$ cat config.mk
export PLATFORM = sky130hd
export DESIGN_NAME = apb_delayer_scaled
export DESIGN_NICKNAME = d
export VERILOG_FILES = /design/src/rtl/apb_delayer_scaled.sv
export SDC_FILE = /design/constraint.sdc
export NUM_CORES = 1
export LEC_CHECK = 0
export ABC_AREA = 1
export BUFFER_PORTS_ARGS = -buffer_cell sky130_fd_sc_hd__buf_2
export CORE_MARGIN = 10
export CORE_UTILIZATION = 52
export DETAILED_ROUTE_END_ITERATION = 10
export PLACE_DENSITY_LB_ADDON = 0.1
export SLEW_MARGIN = 20
export SYNTH_ARGS = -nofsm -noshare
export SYNTH_HDL_FRONTEND = slang
export SYNTH_SLANG_ARGS = --single-unit
$ cat constraint.sdc
create_clock -name clock -period 5.6 [get_ports clock]
set_input_delay 0.28 -clock clock [delete_from_list [all_inputs] [get_ports clock]]
set_output_delay 0.28 -clock clock [all_outputs]
set_load 0.01 [all_outputs]
$ cat src/rtl/apb_delayer_scaled.sv
// APB latency injector placed between a master (in_*) and one slave (out_*).
// MODE 0 is a plain wire, MODE 1 scales the slave latency, MODE 2 adds a fixed delay.
module apb_delayer_scaled #(
   parameter int          ADDR_W    = 32,
   parameter int          DATA_W    = 32,
   parameter int          MODE      = 1,
   parameter logic [31:0] RATIO     = 32'h600,
   parameter int          FRAC      = 8,
   parameter int          FIXED_DLY = 4,
   parameter int          CNT_W     = 16
) (
   input  logic                clock,
   input  logic                reset_n,
   input  logic [ADDR_W-1:0]   in_paddr,
   input  logic                in_psel,
   input  logic                in_penable,
   input  logic [2:0]          in_pprot,
   input  logic                in_pwrite,
   input  logic [DATA_W-1:0]   in_pwdata,
   input  logic [DATA_W/8-1:0] in_pstrb,
   output logic                in_pready,
   output logic [DATA_W-1:0]   in_prdata,
   output logic                in_pslverr,
   output logic [ADDR_W-1:0]   out_paddr,
   output logic                out_psel,
   output logic                out_penable,
   output logic [2:0]          out_pprot,
   output logic                out_pwrite,
   output logic [DATA_W-1:0]   out_pwdata,
   output logic [DATA_W/8-1:0] out_pstrb,
   input  logic                out_pready,
   input  logic [DATA_W-1:0]   out_prdata,
   input  logic                out_pslverr,
   output logic [1:0]          dbg_state
);

   // Handshake: the slave completes a transfer in the one IDLE/DS cycle where
   // out_psel && out_penable && out_pready; the master completes in the single
   // RESP cycle where in_pready = 1, with prdata/pslverr valid only then.
   typedef enum logic [1:0] {
      S_IDLE = 2'd0,
      S_DS   = 2'd1,
      S_HOLD = 2'd2,
      S_RESP = 2'd3
   } state_t;

   localparam int               PW      = CNT_W + 32;
   localparam logic [CNT_W-1:0] CNT_MAX = '1;
   localparam logic [CNT_W-1:0] CNT_ONE = CNT_W'(1);

   state_t            state_q, state_d;
   logic [CNT_W-1:0]  n_q, n_d;
   logic [CNT_W-1:0]  h_q, h_d;
   logic [DATA_W-1:0] rdata_q, rdata_d;
   logic              slverr_q, slverr_d;

   logic              access;
   logic              capture;
   logic              fwd;
   logic [CNT_W-1:0]  n_inc;
   logic [PW-1:0]     prod;
   logic [PW-1:0]     scaled;
   logic [CNT_W:0]    fixed_sum;
   logic [CNT_W-1:0]  tgt;
   logic [CNT_W:0]    c_plus1;
   logic [CNT_W:0]    n_tot;
   logic [CNT_W-1:0]  hold_cnt;

   always_ff @(posedge clock) begin
      if (!reset_n) begin
         state_q  <= S_IDLE;
         n_q      <= CNT_ONE;
         h_q      <= '0;
         rdata_q  <= '0;
         slverr_q <= 1'b0;
      end else begin
         state_q  <= state_d;
         n_q      <= n_d;
         h_q      <= h_d;
         rdata_q  <= rdata_d;
         slverr_q <= slverr_d;
      end
   end

   // n_q always holds the number of the current access cycle (1 while IDLE).
   always_comb begin
      access    = in_psel && in_penable;
      capture   = access && out_pready && ((state_q == S_IDLE) || (state_q == S_DS));
      n_inc     = (n_q == CNT_MAX) ? n_q : n_q + CNT_ONE;
      prod      = PW'(n_q) * PW'(RATIO);
      scaled    = prod >> FRAC;
      fixed_sum = {1'b0, n_q} + (CNT_W+1)'(FIXED_DLY);
      if (MODE == 2) begin
         tgt = fixed_sum[CNT_W] ? CNT_MAX : fixed_sum[CNT_W-1:0];
      end else begin
         tgt = (|scaled[PW-1:CNT_W]) ? CNT_MAX : scaled[CNT_W-1:0];
      end
      c_plus1  = {1'b0, n_q} + (CNT_W+1)'(1);
      n_tot    = ({1'b0, tgt} > c_plus1) ? {1'b0, tgt} : c_plus1;
      hold_cnt = CNT_W'(n_tot - c_plus1);
   end

   always_comb begin
      state_d  = state_q;
      n_d      = n_q;
      h_d      = h_q;
      rdata_d  = rdata_q;
      slverr_d = slverr_q;
      if (MODE != 0) begin
         case (state_q)
            S_IDLE, S_DS: begin
               if ((state_q == S_DS) && !in_psel) begin
                  state_d  = S_IDLE;
                  n_d      = CNT_ONE;
                  h_d      = '0;
                  rdata_d  = '0;
                  slverr_d = 1'b0;
               end else if (capture) begin
                  state_d  = (hold_cnt == '0) ? S_RESP : S_HOLD;
                  n_d      = CNT_ONE;
                  h_d      = hold_cnt;
                  rdata_d  = out_prdata;
                  slverr_d = out_pslverr;
               end else if (access) begin
                  state_d = S_DS;
                  n_d     = n_inc;
               end
            end
            S_HOLD: begin
               if (!in_psel) begin
                  state_d  = S_IDLE;
                  h_d      = '0;
                  rdata_d  = '0;
                  slverr_d = 1'b0;
               end else if (h_q <= CNT_ONE) begin
                  state_d = S_RESP;
                  h_d     = '0;
               end else begin
                  h_d = h_q - CNT_ONE;
               end
            end
            S_RESP: begin
               state_d  = S_IDLE;
               n_d      = CNT_ONE;
               h_d      = '0;
               rdata_d  = '0;
               slverr_d = 1'b0;
            end
            default: state_d = S_IDLE;
         endcase
      end
   end

   // The slave only sees the request while the transfer is still downstream.
   always_comb begin
      out_paddr  = in_paddr;
      out_pprot  = in_pprot;
      out_pwrite = in_pwrite;
      out_pwdata = in_pwdata;
      out_pstrb  = in_pstrb;
      dbg_state  = state_q;
      fwd        = (state_q == S_IDLE) || (state_q == S_DS);
      if (MODE == 0) begin
         out_psel    = in_psel;
         out_penable = in_penable;
         in_pready   = out_pready;
         in_prdata   = out_prdata;
         in_pslverr  = out_pslverr;
      end else begin
         out_psel    = in_psel && fwd;
         out_penable = in_penable && fwd;
         in_pready   = (state_q == S_RESP);
         in_prdata   = (state_q == S_RESP) ? rdata_q : '0;
         in_pslverr  = (state_q == S_RESP) && slverr_q;
      end
   end

endmodule

==> impl_results.md, run 1 <==
* Status: completed
* Ys flop type: dfxtp_1
* Flop pwr share at 25.0%
* M3 GR Usage at 4.103%
* Clock buffer count from CTS at 9
* DIE WIDTH at 131.1 microns
* Routed WL at 17010 microns
* CP bufs+invs at 3
* Leak pwr at 3.523 nW
* Average wire per standard cell at 14.66 microns
* Clock-pin slew on the worst setup and hold paths at 0.07 ns
* Fin crit share at 92.89%
* Grt peak-use layer: met2
* Synthesized area at 6416 sq um
* Final Setup Violations at 0
* Share of the synthesized area in the top cell type at 20.90%
* Place WS at -0.03204 ns
* Sw Pwr at 940.9 uW
* CTS Root Cell: clkbuf_16
* Worst Skew at 0.008895 ns
* Max-cap violation count at 0
* Worst vdd ir at 0.0001873 V
* Crit path launch type: register
* Post-synth top area cell: dfxtp_1
* Critical path type: register to register
* Nets at 1150
* GPL Wtd Cong at 0.8975
* Die Height at 131.1 microns
* TritonCTS clock tree: built
* R2R setup slack at 0.40 ns
* Worst setup EP type: register
* 1st-iter DRT viols at 434
* Pint at 1.241 mW
* Most frequent CP cell: nand2_1
* Global-route wire length before repair at 27430 microns
* I/O Pins at 220
* Most frequent cells after synthesis: 203 x nand2_1, 135 x nor2_1, 127 x inv_1
* Rows at 40
* Clock sink count at 67
* ANT nets after route at 0
* Post-synthesis async set-or-reset flop share at 0%
* Worst EP required at 5.89 ns
* Gate count of the mapped netlist at 985
* Tightest Hold Check Type: primary input to register
* Top-count cell post-synth: nand2_1
* Crit path max-delay family: simple AND/OR/NAND/NOR gates
* Layout cells sized above 1 at 18.65%
* Sw Share at 43.13%
* Seq/Total Area, Yosys at 20.90%
* P&R area growth vs syn at 7.547%
* Pin count of the biggest net entering global routing at 55
* Worst setup margin at 0.3984 ns
* I/O Buffers at 75
* Final Hold Vio Count at 0
* Htree depth at 3
* Slew Viols, Final at 0
* Comb power frac at 47.0%
* Post-synth EDFFs at 0
* GRT overflow at 0
* Total number of vias at 6007
* Unique masters post-synth at 42
* #FFs+latches synth at 67
* Max FO, Critical Path at 9
* Worst-Margin Slew at 1.076 ns
* Clk buf depth at 2
* Ant diodes at 0
* Setup total negative slack at 0 ns
* Pwr Density at 316.2 nW/um^2
* Fmax at 192.2 MHz
* GRT Total Usage at 19.52%
* Initial Util at 53.20%
* Crit-path slowest cell: dfxtp_1
* Min Tclk post-route at 5.202 ns
* Met2 Track Usage GR at 30.47%
* Layout fillers at 1231
* DRC at 0
* Clock power frac at 28.0%
* Via/cell ratio at 5.178
* CP max stage delay at 0.45 ns
* Number of global-route vias before repair at 5589
* Met1 Use GR at 26.39%
* Die ar. at 17180 sq um
* Syn Nets at 1148
* Hpwl dp at 12750 microns
* Synthesized area per cell at 6.514 sq um
* Drt first pass iters at 5
* Slew headroom at 28.16%
* Clk_lat worst skew at 0.35 ns
* Arr. time, crit path at 5.49 ns
* Initial antenna violation count at 0
* Area contributors post-synth: dfxtp_1 21%, nand2_1 12%, ha_1 9.9%
* Core Region at 12060 sq um
* Ys Warns at 0
-- cell usage in the layout (no fill, tap or decap), drive strengths merged --
| cell type | instances |
|---|---|
| buf | 89 |
| xnor2 | 10 |
| clkbuf | 9 |
| nor4 | 1 |
| a21oi | 59 |
| a221oi | 2 |
| o21a | 1 |
| nand2 | 214 |
| a31oi | 4 |
| o211ai | 1 |
| nand4 | 11 |
| or2 | 16 |
| ha | 51 |
| bufinv | 1 |
| clkinv | 2 |
| o21ai | 37 |
| nand3 | 33 |
| nor3 | 9 |
| nor2 | 145 |
| fa | 2 |
| o21bai | 2 |
| dfxtp | 67 |
| nand3b | 5 |
| inv | 141 |
| o22ai | 6 |
| a32oi | 33 |
| o31ai | 1 |
| a211o | 1 |
| xor2 | 29 |
| clkinvlp | 2 |
| a21o | 6 |
| o221ai | 2 |
-- worst reg2reg max path, delay by kind of cell, from the launching register on --
kind,cells,cell delay (ns)
fa+ha+maj,4,1.28
buf+inv,3,0.20
simple gates,25,2.86
flops,1,0.45
compound gates,3,0.36
-- kinds of logic (layout without fill, tap and decap cells) --
logic type	after synthesis	count (layout)	share of synthesized area, %
AOI/OAI and AO/OA	155	155	15.23
xor gates and xnor gates	39	39	5.324
adders and majority gates	53	53	10.57
buffers and inverters	238	244	18.43
DFF	67	67	20.90
and+or+nand+nor	433	434	29.54
-- power by group through the flow --
stage	Clock [mW]	Sequential, mW	Combinational (mW)
finish	0.610	0.546	1.03
CTS	0.620	0.544	0.917
global placement	0	0.554	0.910
global route	0.637	0.550	1.16
detailed placement	0	0.554	0.910
floorplan	0	0.546	0.745
-- layout make-up --
class	count	area, sq um	share of cell area (%)
multi-input combinational	681	4033	58.44
tap	168	210.2	3.046
timing repair buffer	89	484.2	7.017
sequential	67	1344	19.47
clock inverter	7	82.58	1.197
clock buffer	9	225.2	3.264
inverter	139	521.8	7.561
-- registers in the layout, summed over array words and instances (netlist names) --
name,cells
h_q,16
n_q,16
rdata_q,32
slverr_q,1
dbg_state,2
-- stage by stage --
step	instance area (sq um)	utilization, %	std cells	hold WS [ns]	total power, mW
2_1_floorplan	6416	-	985	0.4184	1.291
3_3_place_gp	6404	53.09	1137	0.4636	1.463
3_5_place_dp	6404	53.09	1137	0.4734	1.464
4_1_cts	6711	55.64	1153	0.1797	2.080
5_1_grt	6900	57.21	1160	0.2010	2.347
6_report	6900	57.21	1160	0.1843	2.182
-- path summary, 6_finish.rpt --
kind | startpoint | end | depth (start not counted)
max | n_q[13] | dbg_state[0] | 35
max reg2reg | n_q[13] | dbg_state[0] | 35
min | out_prdata[18] | rdata_q[18] | 3
min reg2reg | rdata_q[30] | rdata_q[30] | 2
-- timing repair --
action | 4_1_cts | 5_1_grt
gates resized for setup | 1 | 35
hold endpoints to repair | 0 | 0
buffers inserted | 0 | 6
setup endpoints to repair | 1 | 10
cloned | 0 | 1
hold buffers | 0 | 0
pin swaps | 0 | 9
-- per-layer routing --
metal	share of wire [%]	wire [microns]
met1	47	8034
met2	47	7910
met3	5.1	868
met4	1.1	193
met5	0	0
Note: power is estimated with default switching activity, not from simulation.
==> run 2, diff against run 1 <==
--- a/config.mk
+++ b/config.mk
@@ -8,7 +8,7 @@
 export ABC_AREA = 1
 export BUFFER_PORTS_ARGS = -buffer_cell sky130_fd_sc_hd__buf_2
 export CORE_MARGIN = 10
-export CORE_UTILIZATION = 52
+export CORE_UTILIZATION = 55
 export DETAILED_ROUTE_END_ITERATION = 10
 export PLACE_DENSITY_LB_ADDON = 0.1
 export SLEW_MARGIN = 20
==> constraint.sdc (replaced) <==
create_clock -name clock -period 6.54 [get_ports clock]
set_input_delay 0.327 -clock clock [delete_from_list [all_inputs] [get_ports clock]]
set_output_delay 0.327 -clock clock [all_outputs]
set_load 0.01 [all_outputs]
==> run 2 against run 1 <==
Compared with the run above: critical path depth grew 1; utilization rose by 0.88 points; via count shrank 0.15%; register-to-register slack better by 0.41 ns; total power fell by 21%; non-clock buffer count down 11; cell area decreased by 3.9%; wire length down 1.7%.
==> impl_results.md, run 2 (synthesis gave the netlist of run 1 again) <==
* I/O Buffers at 75 (unchanged)
* Die Height at 128.0 microns (-2.3%)
* Hold Buf Count CTS at 0 (unchanged)
* Average wire per standard cell at 14.88 microns (+1.5%)
* ANT nets after route at 0 (unchanged)
* Pwr Density at 259.7 nW/um^2 (-18%)
* Core Region at 11420 sq um (-5.3%)
* GPL Wtd Cong at 0.9391 (+4.6%)
* Worst Skew at 0.01099 ns (+0.002095 ns)
* Clock buffer count from CTS at 9 (unchanged)
* Clk_lat worst skew at 0.35 ns (about the same)
* Nets at 1138 (-1.0%)
* Crit path max-delay family: simple AND/OR/NAND/NOR gates
* CP bufs+invs at 4 (+1)
* DRC at 0 (unchanged)
* Setup total negative slack at 0 ns (unchanged)
* 1st-iter DRT viols at 409 (-5.8%)
* Ant diodes at 0 (unchanged)
* Worst vdd ir at 0.0002250 V (+20%)
* Critical path type: register to register
* Slew headroom at 28.40% (+0.24 points)
* Global-route wire length before repair at 28060 microns (+2.3%)
* Worst setup EP type: register
* Arr. time, crit path at 6.02 ns (+0.53 ns)
* Post-CTS Setup Repair Bufs at 0 (unchanged)
* TritonCTS clock tree: built
* Status: completed
* CP max stage delay at 0.44 ns (about the same)
* Final Hold Vio Count at 0 (unchanged)
* Leak pwr at 3.454 nW (-2.0%)
* Routed WL at 16710 microns (-1.7%)
* Slew Viols, Final at 0 (unchanged)
* Fin crit share at 87.66% (-5.2 points)
* Tightest Hold Check Type: primary input to register
* Worst EP required at 6.83 ns (+0.94 ns)
* Pin count of the biggest net entering global routing at 55 (unchanged)
* RSZ-0062 raised after global routing: false
* Crit path launch type: register
* Via/cell ratio at 5.341 (+3.1%)
* Die ar. at 16390 sq um (-4.6%)
* Crit-path slowest cell: fa_1
* Max FFs per register at 32 (unchanged)
* Max-cap violation count at 0 (unchanged)
* Clock-pin slew on the worst setup and hold paths at 0.06 ns (about the same)
* Number of global-route vias before repair at 5819 (+4.1%)
* Rows at 39 (-2.5%)
* GRT overflow at 0 (unchanged)
* Min Tclk post-route at 5.733 ns (+0.5312 ns)
* P&R area growth vs syn at 3.374%
* CTS Root Cell: clkbuf_16
* Clk buf depth at 2 (unchanged)
* Clock sink count at 67 (unchanged)
* GRT Total Usage at 20.50% (+0.98 points)
* Hpwl dp at 12900 microns (+1.2%)
* Commonest non-fill, non-tap cell in the layout: nand2_1
* Initial Util at 56.19% (+3.0 points)
* Total number of vias at 5998 (-0.15%)
* DIE WIDTH at 128.0 microns (-2.3%)
* Max FO, Critical Path at 15 (+6)
* Layout cells sized above 1 at 14.69% (-4.0 points)
* Worst-Margin Slew at 1.073 ns (-0.003599 ns)
* Htree depth at 3 (unchanged)
* I/O Pins at 220 (unchanged)
* Final Setup Violations at 0 (unchanged)
* Largest regs: rdata_q: 32 flops, h_q: 16 flops, n_q: 16 flops
* Fmax at 174.4 MHz (-9.3%)
* Top reg by flops: rdata_q
* Post_cts resized at 0 (-1)
* Initial antenna violation count at 0 (unchanged)
* Drt first pass iters at 4 (-1)
* Final core occ at 58.09% (+0.88 points)
* Most frequent cells in the layout: 202 x nand2_1, 134 x nor2_1, 127 x inv_1
[run 2: report_power, final]
part | switching, mW | internal, mW | total [mW]
combinational | 0.496 | 0.266 | 0.762
sequential | 0.0304 | 0.437 | 0.467
clock | 0.190 | 0.304 | 0.493
total | 0.716 | 1.01 | 1.72
[run 2: stage by stage]
step / hold slack [ns] / power [mW] / cell area, sq um / setup WS [ns] / instances
after floorplan: 0.4538 / 1.105 / 6416 / 1.548 / 985
after global placement: 0.4657 / 1.230 / 6335 / 0.9255 / 1107
after detailed placement: 0.4741 / 1.231 / 6335 / 0.8270 / 1107
after CTS: 0.2282 / 1.729 / 6630 / 0.8110 / 1123
after global routing: 0.2463 / 1.866 / 6633 / 0.1568 / 1123
final: 0.2358 / 1.723 / 6633 / 0.8072 / 1123
[run 2: path summary, 6_finish.rpt]
check	slack [ns]	end	cells after the start	start
setup / recovery	0.81	dbg_state[0]	36	n_q[0]
hold / removal	0.24	rdata_q[19]	3	out_prdata[19]
setup reg to reg	0.81	dbg_state[0]	36	n_q[0]
hold reg to reg	0.48	rdata_q[3]	2	rdata_q[3]
[run 2: worst reg2reg max path: cells and delay by family, from the launching register on]
kind / cells / cell delay [ns]
DFF: 1 / 0.35
AOI/OAI and AO/OA: 2 / 0.23
and+or+nand+nor: 24 / 2.81
xor gates and xnor gates: 1 / 0.20
buffers and inverters: 4 / 0.46
adders and majority gates: 5 / 1.68
[run 2: routing by layer]
metal	part of all wire, %	wire, microns	GRT usage [%]	vias to the layer above
met3	5.4	899	5.087	43
met2	47	7779	32.98	145
met1	46	7637	25.83	2722
met4	2.4	395	7.682	0
li1	-	-	-	3088
met5	0	0	0	-
[run 2: cell type report]
cell class / instances / area (sq um)
fill: 1175 / 4786
multi-input combinational: 680 / 3897
sequential: 67 / 1341
inverter: 139 / 521.8
timing repair buffer: 78 / 397.9
clock buffer: 11 / 242.7
tap: 143 / 178.9
clock inverter: 5 / 52.55
